==> config.mk <==
export PLATFORM = sky130hd
export DESIGN_NAME = multicycle_control_unit_flat
export DESIGN_NICKNAME = d
export VERILOG_FILES = /design/src/rtl/multicycle_control_unit_pkg.sv /design/src/rtl/multicycle_control_unit_if.sv /design/src/rtl/multicycle_control_unit_cond_check.sv /design/src/rtl/multicycle_control_unit.sv /design/src/flat_wrapper.sv
export SDC_FILE = /design/constraint.sdc
export NUM_CORES = 1
export LEC_CHECK = 0
export ABC_AREA = 1
export CORE_ASPECT_RATIO = 0.75
export CORE_MARGIN = 8
export CORE_UTILIZATION = 35
export DETAILED_ROUTE_END_ITERATION = 12
export GPL_TIMING_DRIVEN = 1
export PLACE_DENSITY = 0.79
export SETUP_SLACK_MARGIN = 0.4
export SLEW_MARGIN = 5
export SYNTH_ARGS = -nofsm -noshare
export SYNTH_HDL_FRONTEND = slang
export SYNTH_HIERARCHICAL = 1
export SYNTH_SLANG_ARGS = --single-unit
==> constraint.sdc <==
create_clock -name clk -period 1.5 [get_ports clk]
set_input_delay 0.3 -clock clk [delete_from_list [all_inputs] [get_ports clk]]
set_output_delay 0.3 -clock clk [all_outputs]
set_load 0.05 [all_outputs]
==> src/rtl/multicycle_control_unit_pkg.sv <==
`default_nettype none
// ============================================================================
//  Module   : multicycle_control_unit_pkg
//  Purpose  : Shared types and encodings for the multicycle control unit:
//             FSM states, instruction classes, funct commands, ALU codes,
//             datapath select encodings and condition codes.
//  Revision : 1.0  initial release
// ============================================================================
package multicycle_control_unit_pkg;

   typedef enum logic [3:0] {
      FETCH  = 4'd0,
      DECODE = 4'd1,
      MEMADR = 4'd2,
      MEMRD  = 4'd3,
      MEMWB  = 4'd4,
      MEMWR  = 4'd5,
      EXECR  = 4'd6,
      EXECI  = 4'd7,
      ALUWB  = 4'd8,
      BRANCH = 4'd9
   } state_t;

   // Instruction classes (op field)
   localparam logic [1:0] OP_DP  = 2'b00;
   localparam logic [1:0] OP_MEM = 2'b01;
   localparam logic [1:0] OP_B   = 2'b10;
   localparam logic [1:0] OP_UND = 2'b11;

   // Data-processing commands (funct[4:1])
   localparam logic [3:0] CMD_AND = 4'b0000;
   localparam logic [3:0] CMD_SUB = 4'b0010;
   localparam logic [3:0] CMD_ADD = 4'b0100;
   localparam logic [3:0] CMD_CMP = 4'b1010;
   localparam logic [3:0] CMD_ORR = 4'b1100;

   // ALU operation codes
   localparam logic [1:0] ALU_ADD = 2'b00;
   localparam logic [1:0] ALU_SUB = 2'b01;
   localparam logic [1:0] ALU_AND = 2'b10;
   localparam logic [1:0] ALU_ORR = 2'b11;

   // Datapath select encodings
   localparam logic [1:0] SRC_A_REG  = 2'b00;
   localparam logic [1:0] SRC_A_PC   = 2'b01;
   localparam logic [1:0] SRC_B_REG  = 2'b00;
   localparam logic [1:0] SRC_B_IMM  = 2'b01;
   localparam logic [1:0] SRC_B_FOUR = 2'b10;
   localparam logic [1:0] RES_ALU    = 2'b00;
   localparam logic [1:0] RES_MEM    = 2'b01;

   // Condition codes
   localparam logic [3:0] COND_EQ = 4'b0000;
   localparam logic [3:0] COND_NE = 4'b0001;
   localparam logic [3:0] COND_CS = 4'b0010;
   localparam logic [3:0] COND_CC = 4'b0011;
   localparam logic [3:0] COND_MI = 4'b0100;
   localparam logic [3:0] COND_PL = 4'b0101;
   localparam logic [3:0] COND_VS = 4'b0110;
   localparam logic [3:0] COND_VC = 4'b0111;
   localparam logic [3:0] COND_HI = 4'b1000;
   localparam logic [3:0] COND_LS = 4'b1001;
   localparam logic [3:0] COND_GE = 4'b1010;
   localparam logic [3:0] COND_LT = 4'b1011;
   localparam logic [3:0] COND_GT = 4'b1100;
   localparam logic [3:0] COND_LE = 4'b1101;
   localparam logic [3:0] COND_AL = 4'b1110;
   localparam logic [3:0] COND_NV = 4'b1111;

endpackage
`default_nettype wire

==> src/rtl/multicycle_control_unit_if.sv <==
`default_nettype none
// ============================================================================
//  Module   : multicycle_control_unit_if
//  Purpose  : Instruction fields in, datapath controls out. master is the
//             control unit, slave is the datapath side.
//             CTRL_MEM_WAIT_EN adds the mem_ready handshake input.
//  Revision : 1.0  initial release
// ============================================================================
interface multicycle_control_unit_if #(
   parameter int ALU_CTRL_W = 2
);
   logic [3:0]            cond;
   logic [1:0]            op;
   logic [5:0]            funct;
   logic [3:0]            rd;
   logic [3:0]            alu_flags;
`ifdef CTRL_MEM_WAIT_EN
   logic                  mem_ready;
`endif
   logic                  ir_we;
   logic                  pc_we;
   logic                  mem_we;
   logic                  reg_we;
   logic                  adr_src;
   logic [1:0]            alu_src_a;
   logic [1:0]            alu_src_b;
   logic [1:0]            result_src;
   logic [1:0]            imm_src;
   logic [1:0]            reg_src;
   logic [ALU_CTRL_W-1:0] alu_ctrl;
   logic [3:0]            flags;
   logic [3:0]            state;

   modport master (
`ifdef CTRL_MEM_WAIT_EN
      input  mem_ready,
`endif
      input  cond, op, funct, rd, alu_flags,
      output ir_we, pc_we, mem_we, reg_we, adr_src,
      output alu_src_a, alu_src_b, result_src, imm_src, reg_src,
      output alu_ctrl, flags, state
   );

   modport slave (
`ifdef CTRL_MEM_WAIT_EN
      output mem_ready,
`endif
      output cond, op, funct, rd, alu_flags,
      input  ir_we, pc_we, mem_we, reg_we, adr_src,
      input  alu_src_a, alu_src_b, result_src, imm_src, reg_src,
      input  alu_ctrl, flags, state
   );
endinterface
`default_nettype wire

==> src/rtl/multicycle_control_unit_cond_check.sv <==
`default_nettype none
// ============================================================================
//  Module   : cond_check
//  Purpose  : ARM condition evaluation on NZCV flags {N,Z,C,V}.
//  Revision : 1.0  initial release
// ============================================================================
module cond_check
   import multicycle_control_unit_pkg::*;
(
   input  logic [3:0] cond,
   input  logic [3:0] flags,
   output logic       cond_ex
);
   logic n, z, c, v;
   assign {n, z, c, v} = flags;

   // Condition table lookup; NV never executes
   always_comb begin
      cond_ex = 1'b0;
      case (cond)
         COND_EQ: cond_ex = z;
         COND_NE: cond_ex = ~z;
         COND_CS: cond_ex = c;
         COND_CC: cond_ex = ~c;
         COND_MI: cond_ex = n;
         COND_PL: cond_ex = ~n;
         COND_VS: cond_ex = v;
         COND_VC: cond_ex = ~v;
         COND_HI: cond_ex = c & ~z;
         COND_LS: cond_ex = ~c | z;
         COND_GE: cond_ex = (n == v);
         COND_LT: cond_ex = (n != v);
         COND_GT: cond_ex = ~z & (n == v);
         COND_LE: cond_ex = z | (n != v);
         COND_AL: cond_ex = 1'b1;
         default: cond_ex = 1'b0;
      endcase
   end
endmodule
`default_nettype wire

==> src/rtl/multicycle_control_unit.sv <==
`default_nettype none
// ============================================================================
//  Module   : multicycle_control_unit
//  Purpose  : Multicycle ARM-subset control FSM with NZCV flag register and
//             condition gating of all architectural writes.
//             CTRL_MEM_WAIT_EN: FETCH/MEMRD/MEMWR wait on mem_ready.
//  Revision : 1.0  initial release
// ============================================================================
module multicycle_control_unit
   import multicycle_control_unit_pkg::*;
#(
   parameter int         ALU_CTRL_W  = 2,
   parameter logic [3:0] FLAGS_RESET = 4'b0000
) (
   input  logic                        clk,
   input  logic                        rst_n,
   multicycle_control_unit_if.master   bus
);
   state_t     state_q, state_d;
   logic [3:0] flags_q, flags_d;
   logic       cond_ex, cond_ex_q, wb_ex, mem_ok;
   logic       is_cmp, cmd_known, flag_we, exec_st;
   logic [1:0] alu_dec, alu_code;
   logic       ir_we_c, pc_we_c, mem_we_c, reg_we_c;
   logic [3:0] cmd;

`ifdef CTRL_MEM_WAIT_EN
   assign mem_ok = bus.mem_ready;
`else
   assign mem_ok = 1'b1;
`endif

   assign cmd     = bus.funct[4:1];
   assign is_cmp  = (bus.op == OP_DP) && (cmd == CMD_CMP);
   assign exec_st = (state_q == EXECR) || (state_q == EXECI);

   cond_check u_cond_check (
      .cond    (bus.cond),
      .flags   (flags_q),
      .cond_ex (cond_ex)
   );

   // ALU operation decode from funct[4:1]; unknown commands add without flags
   always_comb begin
      alu_dec   = ALU_ADD;
      cmd_known = 1'b1;
      case (cmd)
         CMD_ADD: alu_dec = ALU_ADD;
         CMD_SUB: alu_dec = ALU_SUB;
         CMD_CMP: alu_dec = ALU_SUB;
         CMD_AND: alu_dec = ALU_AND;
         CMD_ORR: alu_dec = ALU_ORR;
         default: cmd_known = 1'b0;
      endcase
   end

   // Logical ops keep C and V; arithmetic ops take all four flags
   assign flag_we = exec_st && cond_ex && cmd_known && (bus.funct[0] || is_cmp);
   assign flags_d = (alu_dec == ALU_AND || alu_dec == ALU_ORR)
                    ? {bus.alu_flags[3:2], flags_q[1:0]} : bus.alu_flags;

   // ALUWB uses the condition seen in the execute cycle, before that
   // instruction's own flag update lands
   assign wb_ex = (state_q == ALUWB) ? cond_ex_q : cond_ex;

   // State, flag and held-condition registers
   always_ff @(posedge clk or negedge rst_n) begin
      if (!rst_n) begin
         state_q   <= FETCH;
         flags_q   <= FLAGS_RESET;
         cond_ex_q <= 1'b0;
      end else begin
         state_q   <= state_d;
         cond_ex_q <= cond_ex;
         if (flag_we) flags_q <= flags_d;
      end
   end

   // Next-state and per-state control outputs
   always_comb begin
      state_d         = state_q;
      ir_we_c         = 1'b0;
      pc_we_c         = 1'b0;
      mem_we_c        = 1'b0;
      reg_we_c        = 1'b0;
      bus.adr_src     = 1'b0;
      bus.alu_src_a   = SRC_A_REG;
      bus.alu_src_b   = SRC_B_REG;
      bus.result_src  = RES_ALU;
      alu_code        = ALU_ADD;
      case (state_q)
         FETCH: begin
            ir_we_c       = mem_ok;
            pc_we_c       = mem_ok;
            bus.alu_src_a = SRC_A_PC;
            bus.alu_src_b = SRC_B_FOUR;
            if (mem_ok) state_d = DECODE;
         end
         DECODE: begin
            bus.alu_src_a = SRC_A_PC;
            bus.alu_src_b = SRC_B_FOUR;
            case (bus.op)
               OP_MEM:  state_d = MEMADR;
               OP_DP:   state_d = bus.funct[5] ? EXECI : EXECR;
               OP_B:    state_d = BRANCH;
               default: state_d = FETCH;
            endcase
         end
         MEMADR: begin
            bus.alu_src_b = SRC_B_IMM;
            state_d       = bus.funct[0] ? MEMRD : MEMWR;
         end
         MEMRD: begin
            bus.adr_src = 1'b1;
            if (mem_ok) state_d = MEMWB;
         end
         MEMWB: begin
            bus.result_src = RES_MEM;
            reg_we_c       = wb_ex;
            pc_we_c        = wb_ex && (bus.rd == 4'd15);
            state_d        = FETCH;
         end
         MEMWR: begin
            bus.adr_src = 1'b1;
            mem_we_c    = cond_ex && mem_ok;
            if (mem_ok) state_d = FETCH;
         end
         EXECR: begin
            alu_code = alu_dec;
            state_d  = ALUWB;
         end
         EXECI: begin
            bus.alu_src_b = SRC_B_IMM;
            alu_code      = alu_dec;
            state_d       = ALUWB;
         end
         ALUWB: begin
            reg_we_c = wb_ex;
            pc_we_c  = wb_ex && (bus.rd == 4'd15);
            state_d  = FETCH;
         end
         BRANCH: begin
            bus.alu_src_a = SRC_A_PC;
            bus.alu_src_b = SRC_B_IMM;
            pc_we_c       = cond_ex;
            state_d       = FETCH;
         end
         default: state_d = FETCH;
      endcase
   end

   // Write enables are forced low while reset is held; CMP never writes rd
   assign bus.ir_we    = ir_we_c  & rst_n;
   assign bus.pc_we    = pc_we_c  & rst_n;
   assign bus.mem_we   = mem_we_c & rst_n;
   assign bus.reg_we   = reg_we_c & ~is_cmp & rst_n;
   assign bus.imm_src  = bus.op;
   assign bus.reg_src  = {(bus.op == OP_MEM) && !bus.funct[0], bus.op == OP_B};
   assign bus.alu_ctrl = ALU_CTRL_W'(alu_code);
   assign bus.flags    = flags_q;
   assign bus.state    = state_q;

endmodule
`default_nettype wire
==> src/flat_wrapper.sv <==
// flat-port wrapper written by rule: the top's interface ports become plain ports
module multicycle_control_unit_flat import multicycle_control_unit_pkg::*;
#(
   parameter int         ALU_CTRL_W  = 2,
   parameter logic [3:0] FLAGS_RESET = 4'b0000
)
  (clk, rst_n, bus_cond, bus_op, bus_funct, bus_rd, bus_alu_flags, bus_ir_we, bus_pc_we, bus_mem_we, bus_reg_we, bus_adr_src, bus_alu_src_a, bus_alu_src_b, bus_result_src, bus_imm_src, bus_reg_src, bus_alu_ctrl, bus_flags, bus_state);
  multicycle_control_unit_if #(.ALU_CTRL_W(ALU_CTRL_W)) bus_i ();
  input  logic clk;
  input  logic rst_n;
  input wire logic [$bits(bus_i.cond)-1:0] bus_cond;
  input wire logic [$bits(bus_i.op)-1:0] bus_op;
  input wire logic [$bits(bus_i.funct)-1:0] bus_funct;
  input wire logic [$bits(bus_i.rd)-1:0] bus_rd;
  input wire logic [$bits(bus_i.alu_flags)-1:0] bus_alu_flags;
  output wire logic [$bits(bus_i.ir_we)-1:0] bus_ir_we;
  output wire logic [$bits(bus_i.pc_we)-1:0] bus_pc_we;
  output wire logic [$bits(bus_i.mem_we)-1:0] bus_mem_we;
  output wire logic [$bits(bus_i.reg_we)-1:0] bus_reg_we;
  output wire logic [$bits(bus_i.adr_src)-1:0] bus_adr_src;
  output wire logic [$bits(bus_i.alu_src_a)-1:0] bus_alu_src_a;
  output wire logic [$bits(bus_i.alu_src_b)-1:0] bus_alu_src_b;
  output wire logic [$bits(bus_i.result_src)-1:0] bus_result_src;
  output wire logic [$bits(bus_i.imm_src)-1:0] bus_imm_src;
  output wire logic [$bits(bus_i.reg_src)-1:0] bus_reg_src;
  output wire logic [$bits(bus_i.alu_ctrl)-1:0] bus_alu_ctrl;
  output wire logic [$bits(bus_i.flags)-1:0] bus_flags;
  output wire logic [$bits(bus_i.state)-1:0] bus_state;
  assign bus_i.cond = bus_cond;
  assign bus_i.op = bus_op;
  assign bus_i.funct = bus_funct;
  assign bus_i.rd = bus_rd;
  assign bus_i.alu_flags = bus_alu_flags;
  assign bus_ir_we = bus_i.ir_we;
  assign bus_pc_we = bus_i.pc_we;
  assign bus_mem_we = bus_i.mem_we;
  assign bus_reg_we = bus_i.reg_we;
  assign bus_adr_src = bus_i.adr_src;
  assign bus_alu_src_a = bus_i.alu_src_a;
  assign bus_alu_src_b = bus_i.alu_src_b;
  assign bus_result_src = bus_i.result_src;
  assign bus_imm_src = bus_i.imm_src;
  assign bus_reg_src = bus_i.reg_src;
  assign bus_alu_ctrl = bus_i.alu_ctrl;
  assign bus_flags = bus_i.flags;
  assign bus_state = bus_i.state;
  multicycle_control_unit #(.ALU_CTRL_W(ALU_CTRL_W), .FLAGS_RESET(FLAGS_RESET)) u_core (.clk(clk), .rst_n(rst_n), .bus(bus_i));
endmodule
### Word-level counts from Yosys, hierarchy flattened

Cells that the tools add are included.

* bits in registers: 9
* input bits: 22
* output and inout bits: 25
* word-level logic and storage cells: 93

* eq/ne operators: 34
* multiplexer cells: 17
* bitwise gates (word level): 15
* reduce and logical (&&, ||, !) cells: 23

Operators with widths (number)
* equality test 4 bit, second input constant: 12
* equality test 4 x 3 -> 1 bit, second input constant: 9
* equality test 4 x 2 -> 1 bit, second input constant: 5
* one-hot mux 4 bit (5 select lines): 1
* one-hot mux 1 bit (15 select lines): 1
* zero test 4 bit: 3
* one-hot mux 4 bit (3 select lines): 1
* OR reduction 2 bit: 5
* two-way mux 1 bit: 9
* equality test 4 x 1 -> 1 bit, second input constant: 2
* AND 1 bit: 7
* equality test 2 bit, second input constant: 3
* logical AND 1 bit: 6
* inverter 1 bit: 6
* one-hot mux 2 bit (3 select lines): 1
* OR reduction 3 bit: 2
* OR reduction 5 bit: 1
* one-hot mux 2 bit (2 select lines): 1
* logical OR 1 bit: 3
* two-way mux 3 bit: 1
* one-hot mux 1 bit (3 select lines): 1
* equality test 2 x 1 -> 1 bit, second input constant: 1
* zero test 2 bit: 1
* two-way mux 2 bit: 1
* 5 further kinds: 6

### Longest topological paths before layout

Gate-level depths: netlist of run 1.

* depth in word-level cells: 7
* gate-level depth with buffers: 13
* gate-level depth less buffers: 13

### Cells and area by module

Netlist of run 1, hierarchy kept.

By module, submodules not included
* multicycle_control_unit: instances 1, cells each 98, area an instance 680.7 um^2, seq. area each 225.2 um^2
* cond_check: instances 1, cells each 55, area an instance 229.0 um^2, seq. area each 0.0 um^2

### Worst setup path before layout of run 1

No wires, ideal clock.

* kind: register -> output
* from: reg u_core.flags_q[3] (netlist: u_core/bus.flags[3])
* to: out bus_mem_we
* arrival: 2.399 ns
* data required time: 1.200 ns
* path slack: -1.199 ns
* stages on the path, launching flop included: 11
* cell sequence: dfrtp_1 inv_1 nand2_1 nand3_1 nand2_1 nand2_1 nand2_1 nor2_1 nand2_1 inv_1 nor3_1

* word-level cells in the longest chain between the ends: 5

RTL lines
* start: declaration: line multicycle_control_unit.sv:20 `logic [3:0] flags_q, flags_d;`
* start signal: assignment: line multicycle_control_unit.sv:75 `if (flag_we) flags_q <= flags_d;`
* != test 1 bit / equality test 1 bit (equally long branches)
* OR 1 bit / AND 1 bit (equally long branches): line multicycle_control_unit_cond_check.sv:34, multicycle_control_unit_cond_check.sv:33
* one-hot mux 1 bit (15 select lines) *: line multicycle_control_unit_cond_check.sv:20 `case (cond)`
* net u_core.cond_ex: line multicycle_control_unit.sv:21 `logic cond_ex, cond_ex_q, wb_ex, mem_ok;`
* two-way mux 1 bit *: line multicycle_control_unit.sv:91 `case (state_q)`
* AND 1 bit *: line multicycle_control_unit.sv:155 `assign bus.mem_we = mem_we_c & rst_n;`
* end: declaration: line flat_wrapper.sv:18 `output wire logic [$bits(bus_i.mem_we)-1:0] bus_mem_we;`

The timed path passes the listed nets; every way through them passes the cells marked *.

### Worst setup path in the final report of run 1

* from: in bus_cond[1]
* to: out bus_pc_we

* word-level cells in the longest chain between the ends: 6

RTL lines
* start: declaration: line flat_wrapper.sv:11 `input wire logic [$bits(bus_i.cond)-1:0] bus_cond;`
* equality test 4 bit (tied with other cells): line multicycle_control_unit_cond_check.sv:20
* one-hot mux 1 bit (15 select lines) *: line multicycle_control_unit_cond_check.sv:20
* net u_core.cond_ex: line multicycle_control_unit.sv:21
* two-way mux 1 bit: line multicycle_control_unit.sv:64 `assign wb_ex = (state_q == ALUWB) ? cond_ex_q : cond_ex;`
* logical AND 1 bit: line multicycle_control_unit.sv:120, multicycle_control_unit.sv:139
* one-hot mux 1 bit (3 select lines) *: line multicycle_control_unit.sv:91
* AND 1 bit *: line multicycle_control_unit.sv:154 `assign bus.pc_we = pc_we_c & rst_n;`
* end: declaration: line flat_wrapper.sv:17 `output wire logic [$bits(bus_i.pc_we)-1:0] bus_pc_we;`

Marks and branches as above.

==> results of run 1 <==
==> power by group <==
group / leakage (nW) / internal, mW / switching, mW / total, mW
Clock: 0.0150 / 0.103 / 0.109 / 0.212
Sequential: 0.107 / 0.326 / 0.151 / 0.477
Combinational: 0.978 / 1.50 / 1.80 / 3.31
==> routing by layer <==
layer / vias up / global-route usage (%) / routed length, um
li1: 683 / - / -
met4: 0 / 9.72 / 613
met1: 785 / 23.6 / 2230
met5: - / 0 / 0
met2: 203 / 38.1 / 2910
met3: 71 / 5.70 / 940
==> state kept, by name, indices dropped and copies added (netlist names) <==
name	count
u_core/bus.flags	4
u_core/bus.state	4
u_core/cond_ex_q	1
==> path summary, 6_finish.rpt <==
| kind | startpoint | end | slack [ns] | cells past startpoint |
|---|---|---|---|---|
| max | bus_cond[1] | bus_pc_we | -0.89 | 12 |
| min | bus_op[0] | u_core/bus.state[2]$_DFF_PN0_ | 0.31 | 3 |
| max reg2reg | u_core/bus.flags[0]$_DFFE_PN0P_ | u_core/bus.flags[2]$_DFFE_PN0P_ | -0.88 | 17 |
| min reg2reg | u_core/bus.flags[1]$_DFFE_PN0P_ | u_core/bus.flags[1]$_DFFE_PN0P_ | 0.69 | 3 |
| max in group asynchronous | rst_n | u_core/bus.flags[2]$_DFFE_PN0P_ | 0.96 | 2 |
| min in group asynchronous | rst_n | u_core/bus.state[3]$_DFF_PN0_ | 0.37 | 2 |
==> timing repair <==
action / CTS / global route
buffers inserted: 13 / 10
endpoints found under the setup margin: 32 / 30
resized for setup: 61 / 28
pin swaps: 20 / 8
==> layout make-up <==
| type | count | share of cell area, % |
|---|---|---|
| Timing Repair Buffer | 98 | 48.5 |
| Inverter | 24 | 3.97 |
| Clock buffer | 4 | 1.10 |
| Tap cell | 36 | 1.88 |
| Multi-Input combinational cell | 116 | 34.6 |
| Sequential cell | 9 | 9.94 |
==> stage by stage <==
stage / util, % / hold WS (ns) / instances / setup WS, ns / TNS (ns)
2_1_floorplan: - / 0.00441 / 154 / -0.429 / -2.13
3_3_place_gp: 77.7 / 0.620 / 260 / -0.776 / -5.65
3_5_place_dp: 77.7 / 0.636 / 260 / -0.878 / -6.69
4_1_cts: 87.4 / 0.373 / 277 / -0.604 / -5.22
5_1_grt: 94.1 / 0.315 / 287 / -0.936 / -9.26
6_report: 94.1 / 0.307 / 287 / -0.886 / -8.75
==> kinds of logic after synthesis <==
family                 Yosys count  synth area share, %
DFF                              9                 24.8
buffers and inverters           29                 14.4
AOI/OAI and AO/OA               13                 10.2
other                            1                0.412
and+or+nand+nor                101                 50.2
==> worst max-delay path, stage by stage <==
cell	delay, ns
dlygate4sd2_1	0.37
inv_1	0.14
nor2_1	0.23
nand2_1	0.10
nand3_1	0.13
nor2_1	0.09
nand2_2	0.12
nand3_2	0.10
nand2_2	0.11
nand3_2	0.09
a21oi_4	0.15
buf_12	0.15
==> synth_stat cells <==
| cell | number | area, um2 |
|---|---|---|
| nand2_1 | 44 | 165 |
| nand3_1 | 21 | 105 |
| inv_1 | 20 | 75.1 |
| nor2_1 | 20 | 75.1 |
| dfrtp_1 | 9 | 225 |
| a21oi_1 | 4 | 20.0 |
| buf_4 | 4 | 30.0 |
| nand4_1 | 3 | 18.8 |
| nor3_1 | 3 | 15.0 |
| clkinv_1 | 2 | 7.51 |
| inv_2 | 2 | 7.51 |
| nand2_2 | 2 | 12.5 |
| nor2_2 | 2 | 12.5 |
| nor2_4 | 2 | 22.5 |
| o21ai_0 | 2 | 10.0 |
| o31ai_1 | 2 | 15.0 |
| a21oi_2 | 1 | 8.76 |
| a21oi_4 | 1 | 16.3 |
| and3_1 | 1 | 6.26 |
| buf_6 | 1 | 11.3 |
| conb_1 | 1 | 3.75 |
| nand3_2 | 1 | 10.0 |
| nand3b_1 | 1 | 7.51 |
| nor4_1 | 1 | 6.26 |
| o211ai_1 | 1 | 7.51 |
| o21ai_2 | 1 | 8.76 |
| o22ai_1 | 1 | 6.26 |
==> reports/qor.yml, run 1 <==
drt:
  via_count: 1742
  wl_per_cell_um: 23.3
  initialDrtViolationCount: 207
  first_pass_iters: 5
  totalWireLength_um: 6690
  final_antenna_net_count: 0
  viasPerCell: 6.07
  drc: 0
floorplan:
  dieArea_um2: 4500
  fp.dieW_um: 74.9
  rows: 16
  start_util_pct: 35.8
  num_io_pins: 47
  die_h_um: 60.2
  core_um2: 2540
synthesis:
  synth_cell_types: 27
  synth.ff_latch_count: 9
  synth_cells: 153
  yosys_warnings: 6
  synth_area_um2: 910
  syn_area_per_cell_um2: 5.95
  synth-seq-area-share_pct: 24.8
placement:
  dpl_cell_area_um2: 1980
  dp_hpwl_um: 3030
  port_buffers: 44
  place_congestion: 0.853
cells_and_area:
  num_antenna_cells: 0
  multi_input_area_um2: 828
  final_common_cell: "buf_4"
  final_cell_mix: "buf_4 (30), nand2_1 (29), buf_6 (25)"
  fillers: 81
  ff_latch_area_um2: 238
  drive_gt1_share_pct: 62.5
  nNetsFinal: 274
  design_area_um2: 2390
  areaGrowthSynthToFinish_pct: 163
timing:
  rsz0062_at_grt: "yes"
  fmax_mhz: 419
  layout_setup_ws_ns: -0.886
  slew_viol_final: 0
  hold_viol: 0
  period_needed_ns: 2.39
  fin_crit_sh_pct: 159
  skew_ns: 0.00404
  setup_violations: 17
global_route:
  grt_first_pass_wirelength_um: 7380
  grt_max_degree: 10
  grt_overflow: 0
  grt_pass1_vias: 1540
  track_usage_pct: 21.6
  antenna_found_initial: 0
setup_path:
  crit_path_start_kind: "input pin"
  arrival_ns: 2.09
  required_ns: 1.20
  path_max_fanout: 6
  cp-end-kind: "output port"
  crit_type: "input pin to output port"
power:
  total_power_mw: 4.00
  leakage_nw: 1.10
  ir_drop_v: 0.000969
  cellPowerDensity_nw_per_um2: 1670
flow_run:
  cap_violations: 0
clock_network:
  cts_buffer_depth: 2
  htreeDepth: 1
  cts_buffers: 3
  cts_tree: "yes"
  holdBufCountCts: 0
  clock_latency_ns: 0.28
  root_buffer: "clkbuf_4"
  cts_sinks: 9
  clk_pin_slew_worst_paths_ns: 0.08
min_path:
  hp-class: "input pin to register"
outcome:
  status: "finished with violations"
  violations: "negative setup slack"
Note: power is estimated with default switching activity, not from simulation.
==> run 2: changes to the inputs <==
CAP_MARGIN = 20   (was unset)
SKIP_CTS_REPAIR_TIMING = 1   (was unset)
==> run 2 against run 1 <==
  * The flow still finishes with violations (negative setup slack)
  * Utilization decreased by 4.9 points
  * First-iteration DRC count down 22%
  * Critical path depth stayed put
  * Sequential share of layout area up 0.55 points
  * Sequential power about the same
  * Combinational power shrank 10%
==> reports/qor.yml, run 2 (synthesis results as in run 1) <==
outcome:
  status: "finished with violations"
  violations: "negative setup slack"
timing:
  hold_viol: 0
  layout_setup_ws_ns: -0.714
  fmax_mhz: 452
  period_needed_ns: 2.21
  rsz0062_at_grt: "yes"
  fin_crit_sh_pct: 148
  skew_ns: 0.0112
  setup_violations: 15
  holdWs_ns: 0.313
  slew_viol_final: 0
setup_path:
  cp-endpoint: "bus_pc_we"
  arrival_ns: 1.91
  rr_startpoint: "u_core/bus.flags[2]$_DFFE_PN0P_"
  reg2reg_to: "u_core/bus.flags[1]$_DFFE_PN0P_"
  worst_path_max_delay_cell: "dfrtp_2"
  path_max_fanout: 4
  r2r_slack_ns: -0.55
  crit_path_start_kind: "register"
  required_ns: 1.20
  reg2reg_depth: 13
  crit_type: "register to output port"
  worstSetupStartpoint: "u_core/bus.flags[2]$_DFFE_PN0P_"
  cp-end-kind: "output port"
  slowest_delay_ns: 0.44
  cp_cell_sequence: "nor2_1 > nand2_1 > nor2_1 > nand2_1 > nand2_2 > nor2_1 > nand2_2 > nand3_2 > nand2_2 > nand3_2 > a21oi_4 > buf_12"
floorplan:
  start_util_pct: 35.8
  rows: 16
  core_um2: 2540
  die_h_um: 60.2
  dieArea_um2: 4500
  fp.dieW_um: 74.9
  num_io_pins: 47
cells_and_area:
  drive_gt1_share_pct: 58.1
  fillers: 91
  nNetsFinal: 259
  final_common_cell: "nand2_1"
  areaGrowthSynthToFinish_pct: 149
  design_area_um2: 2270
  num_antenna_cells: 0
  final_cell_mix: "nand2_1 (30), buf_4 (25), buf_12 (24)"
drt:
  viasPerCell: 5.43
  drc: 0
  initialDrtViolationCount: 162
  totalWireLength_um: 4990
  final_antenna_net_count: 0
  first_pass_iters: 4
  wl_per_cell_um: 18.3
  via_count: 1477
power:
  ir_drop_v: 0.00113
  leakage_nw: 1.07
  cellPowerDensity_nw_per_um2: 1610
global_route:
  grt_pass1_vias: 1372
  grt_overflow: 0
  grt_max_degree: 10
  grt_first_pass_wirelength_um: 5730
  track_usage_pct: 16.6
  antenna_found_initial: 0
clock_network:
  cts_buffers: 3
  htreeDepth: 1
  cts_sinks: 9
  cts_tree: "yes"
  cts_buffer_depth: 2
  root_buffer: "clkbuf_4"
  clock_latency_ns: 0.27
  clk_pin_slew_worst_paths_ns: 0.07
placement:
  dp_hpwl_um: 3030
  place_congestion: 0.853
  dpl_cell_area_um2: 1980
  port_buffers: 44
flow_run:
  cap_violations: 0
min_path:
  hp-class: "input pin to register"
[run 2: cell types whose count changed in the layout (fill, tap and decap cells not counted), sizes merged]
cell           delta
clkdlybuf4s15     -1
dlymetal6s2s      +7
dlygate4sd2       -6
clkdlybuf4s50     +2
clkbuf            -1
buf              -16
[run 2: worst min-delay path by stage]
stage	startpoint	to	cells past startpoint
after CTS	rst_n	u_core/cond_ex_q$_DFF_PN0_	2
after floorplan	rst_n	u_core/bus.flags[0]$_DFFE_PN0P_	0
after global placement	u_core/bus.flags[2]$_DFFE_PN0P_	u_core/bus.flags[2]$_DFFE_PN0P_	3
after detailed placement	u_core/bus.flags[2]$_DFFE_PN0P_	u_core/bus.flags[2]$_DFFE_PN0P_	3
after global routing	bus_op[0]	u_core/bus.state[2]$_DFF_PN0_	3
final	bus_op[0]	u_core/bus.state[2]$_DFF_PN0_	3
[run 2: through the flow]
step	total power [mW]	util (%)	std cells	worst slack, ns	setup TNS, ns
global placement	2.96	77.7	260	-0.776	-5.65
finish	3.65	89.2	272	-0.714	-5.96
detailed placement	3.02	77.7	260	-0.878	-6.69
CTS	3.22	78.7	264	-0.885	-6.92
floorplan	1.74	-	154	-0.429	-2.13
global route	3.77	89.2	272	-0.815	-7.00
[run 2: critical path: cells and delay by family (launching register included)]
| kind | cells | cell delay [ns] |
|---|---|---|
| AO/OA/AOI/OAI | 1 | 0.15 |
| buffers and inverters | 1 | 0.15 |
| AND/OR/NAND/NOR | 10 | 0.91 |
| flip-flops | 1 | 0.44 |
[run 2: power by group]
group | switching (mW) | internal (mW)
Sequential | 0.148 | 0.326
Clock | 0.0905 | 0.103
Combinational | 1.61 | 1.37
[run 2: per-layer routing]
metal	GRT usage (%)	vias up	share of wire [%]	wire length (um)
met5	0	-	0	0
met4	10.6	0	3.7	183
met3	5.70	24	7.1	354
met2	28.9	88	50	2500
met1	16.4	711	39	1960
li1	-	654	-	-
[run 2: cell type report]
| cell class | instances | area [um2] | area share (%) |
|---|---|---|---|
| clock buffers | 4 | 26.3 | 1.16 |
| inverters | 24 | 95.1 | 4.19 |
| multi-input cells | 116 | 811 | 35.8 |
| flip-flops and latches | 9 | 238 | 10.5 |
| well taps | 36 | 45.0 | 1.99 |
| repair buffers | 83 | 1050 | 46.4 |
==> run 3: changes to the inputs <==
==> constraint.sdc (replaced) <==
create_clock -name clk -period 1.5 [get_ports clk]
set_input_delay 0.3 -clock clk [delete_from_list [all_inputs] [get_ports clk]]
set_output_delay 0.3 -clock clk [all_outputs]
set_load 0.02 [all_outputs]
==> run 3 against run 2 <==
  * The flow still finishes with violations (negative setup slack)
  * Final area shrank 2.8%
  * Total power shrank 13%
  * Clock-buffer cell count shrank 1
  * Non-clock buffer count grew 17
  * Sequential power shrank 6.1%
==> reports/qor.yml, run 3 (synthesis results as in run 1) <==
outcome:
  status: "finished with violations"
  violations: "negative setup slack"
timing:
  tns_ns: -7.09
  rsz0062_at_grt: "yes"
  slew_viol_final: 0
  fmax_mhz: 457
  skew_ns: 0.0168
  setup_violations: 18
  period_needed_ns: 2.19
  fin_crit_sh_pct: 146
  layout_setup_ws_ns: -0.687
  holdWs_ns: 0.349
  hold_viol: 0
clock_network:
  root_buffer: "clkbuf_4"
  htreeDepth: 1
  cts_buffer_depth: 2
  cts_buffers: 3
  cts_tree: "yes"
  cts_sinks: 9
  clk_pin_slew_worst_paths_ns: 0.08
  clock_latency_ns: 0.27
min_path:
  hold_start: "bus_op[0]"
  min_to: "u_core/bus.state[2]$_DFF_PN0_"
  holdPathStages: 3
  hp-class: "input pin to register"
drt:
  final_antenna_net_count: 0
  wl_per_cell_um: 19.0
  drc: 0
  viasPerCell: 5.38
  first_pass_iters: 5
  totalWireLength_um: 5500
  initialDrtViolationCount: 224
  via_count: 1554
global_route:
  grt_use_met1_pct: 17.9
  grt.met2_usage_pct: 30.1
  antenna_found_initial: 0
  grt_pass1_vias: 1377
  grt_first_pass_wirelength_um: 6020
  grt-busiest-layer: "met2"
  track_usage_pct: 16.9
  grt_overflow: 0
  grt_max_degree: 10
  grt_use_met3_pct: 4.36
floorplan:
  rows: 16
  dieArea_um2: 4500
  fp.dieW_um: 74.9
  num_io_pins: 47
  core_um2: 2540
  start_util_pct: 35.8
  die_h_um: 60.2
cells_and_area:
  final_cell_mix: "buf_6 (39), buf_4 (36), nand2_1 (29)"
  design_area_um2: 2200
  fin_util_pct: 86.7
  fin_cells: 289
  final_common_cell: "buf_6"
  areaGrowthSynthToFinish_pct: 142
  drive_gt1_share_pct: 62.8
  num_antenna_cells: 0
  nNetsFinal: 276
setup_path:
  r2r_slack_ns: -0.61
  path_max_fanout: 3
  reg2reg_depth: 14
  crit_type: "register to output port"
  crit_path_start_kind: "register"
  worstSetupStartpoint: "u_core/bus.flags[2]$_DFFE_PN0P_"
  arrival_ns: 1.89
  required_ns: 1.20
  cp-end-kind: "output port"
  rr_startpoint: "u_core/bus.flags[2]$_DFFE_PN0P_"
  reg2reg_to: "u_core/bus.flags[0]$_DFFE_PN0P_"
placement:
  dpl.cell_count: 263
  port_buffers: 44
  place_ws_ns: -1.33
  dpl_cell_area_um2: 1750
  place_congestion: 0.890
  dp_hpwl_um: 3000
power:
  cellPowerDensity_nw_per_um2: 1440
  leakage_nw: 1.11
  total_power_mw: 3.16
  ir_drop_v: 0.000853
flow_run:
  cap_violations: 0
-- run 3: cell types whose count changed in the layout (fill, tap and decap cells not counted), sizes merged --
cell and change:
clkdlybuf4s50 +1, dlymetal6s2s +1, buf +14, inv -1, clkinv +2
-- run 3: power by group --
group | leakage (nW) | switching, mW | total, mW | internal, mW
sequential | 0.107 | 0.123 | 0.445 | 0.322
combinational | 0.985 | 1.25 | 2.52 | 1.27
clock | 0.0177 | 0.103 | 0.201 | 0.0985
-- run 3: how the worst max path moves through the flow --
stage,end,slack [ns],depth (start not counted)
6_report,bus_pc_we,-0.69,12
5_1_grt,bus_pc_we,-0.78,12
4_1_cts,bus_pc_we,-1.34,14
3_5_place_dp,bus_pc_we,-1.33,14
3_3_place_gp,bus_pc_we,-1.21,14
2_1_floorplan,bus_pc_we,-0.17,11
-- run 3: metal layers --
metal  vias up  share of wire, %
met3        40               8.3
met4         0               6.1
met5         -                 0
li1        683                 -
met2       116                51
met1       715                35
-- run 3: area by class of cell --
type                       count  area, um2
sequential                     9        235
timing repair buffer         100       1000
tap                           36       45.0
inverter                      24        105
fill                         124        339
clock inverter                 1       5.00
clock buffer                   3       22.5
multi-input combinational    116        791
-- run 3: worst max-delay path, cell delays in order (launching register included) --
cell	delay, ns
dfrtp_2	0.45
nor2_2	0.16
nand2_1	0.08
nor2_1	0.13
nand2_1	0.08
nand2_2	0.08
nor2_2	0.04
nand2_2	0.08
nand3_2	0.08
nand2_2	0.10
nand3_2	0.08
a21oi_4	0.13
buf_6	0.13
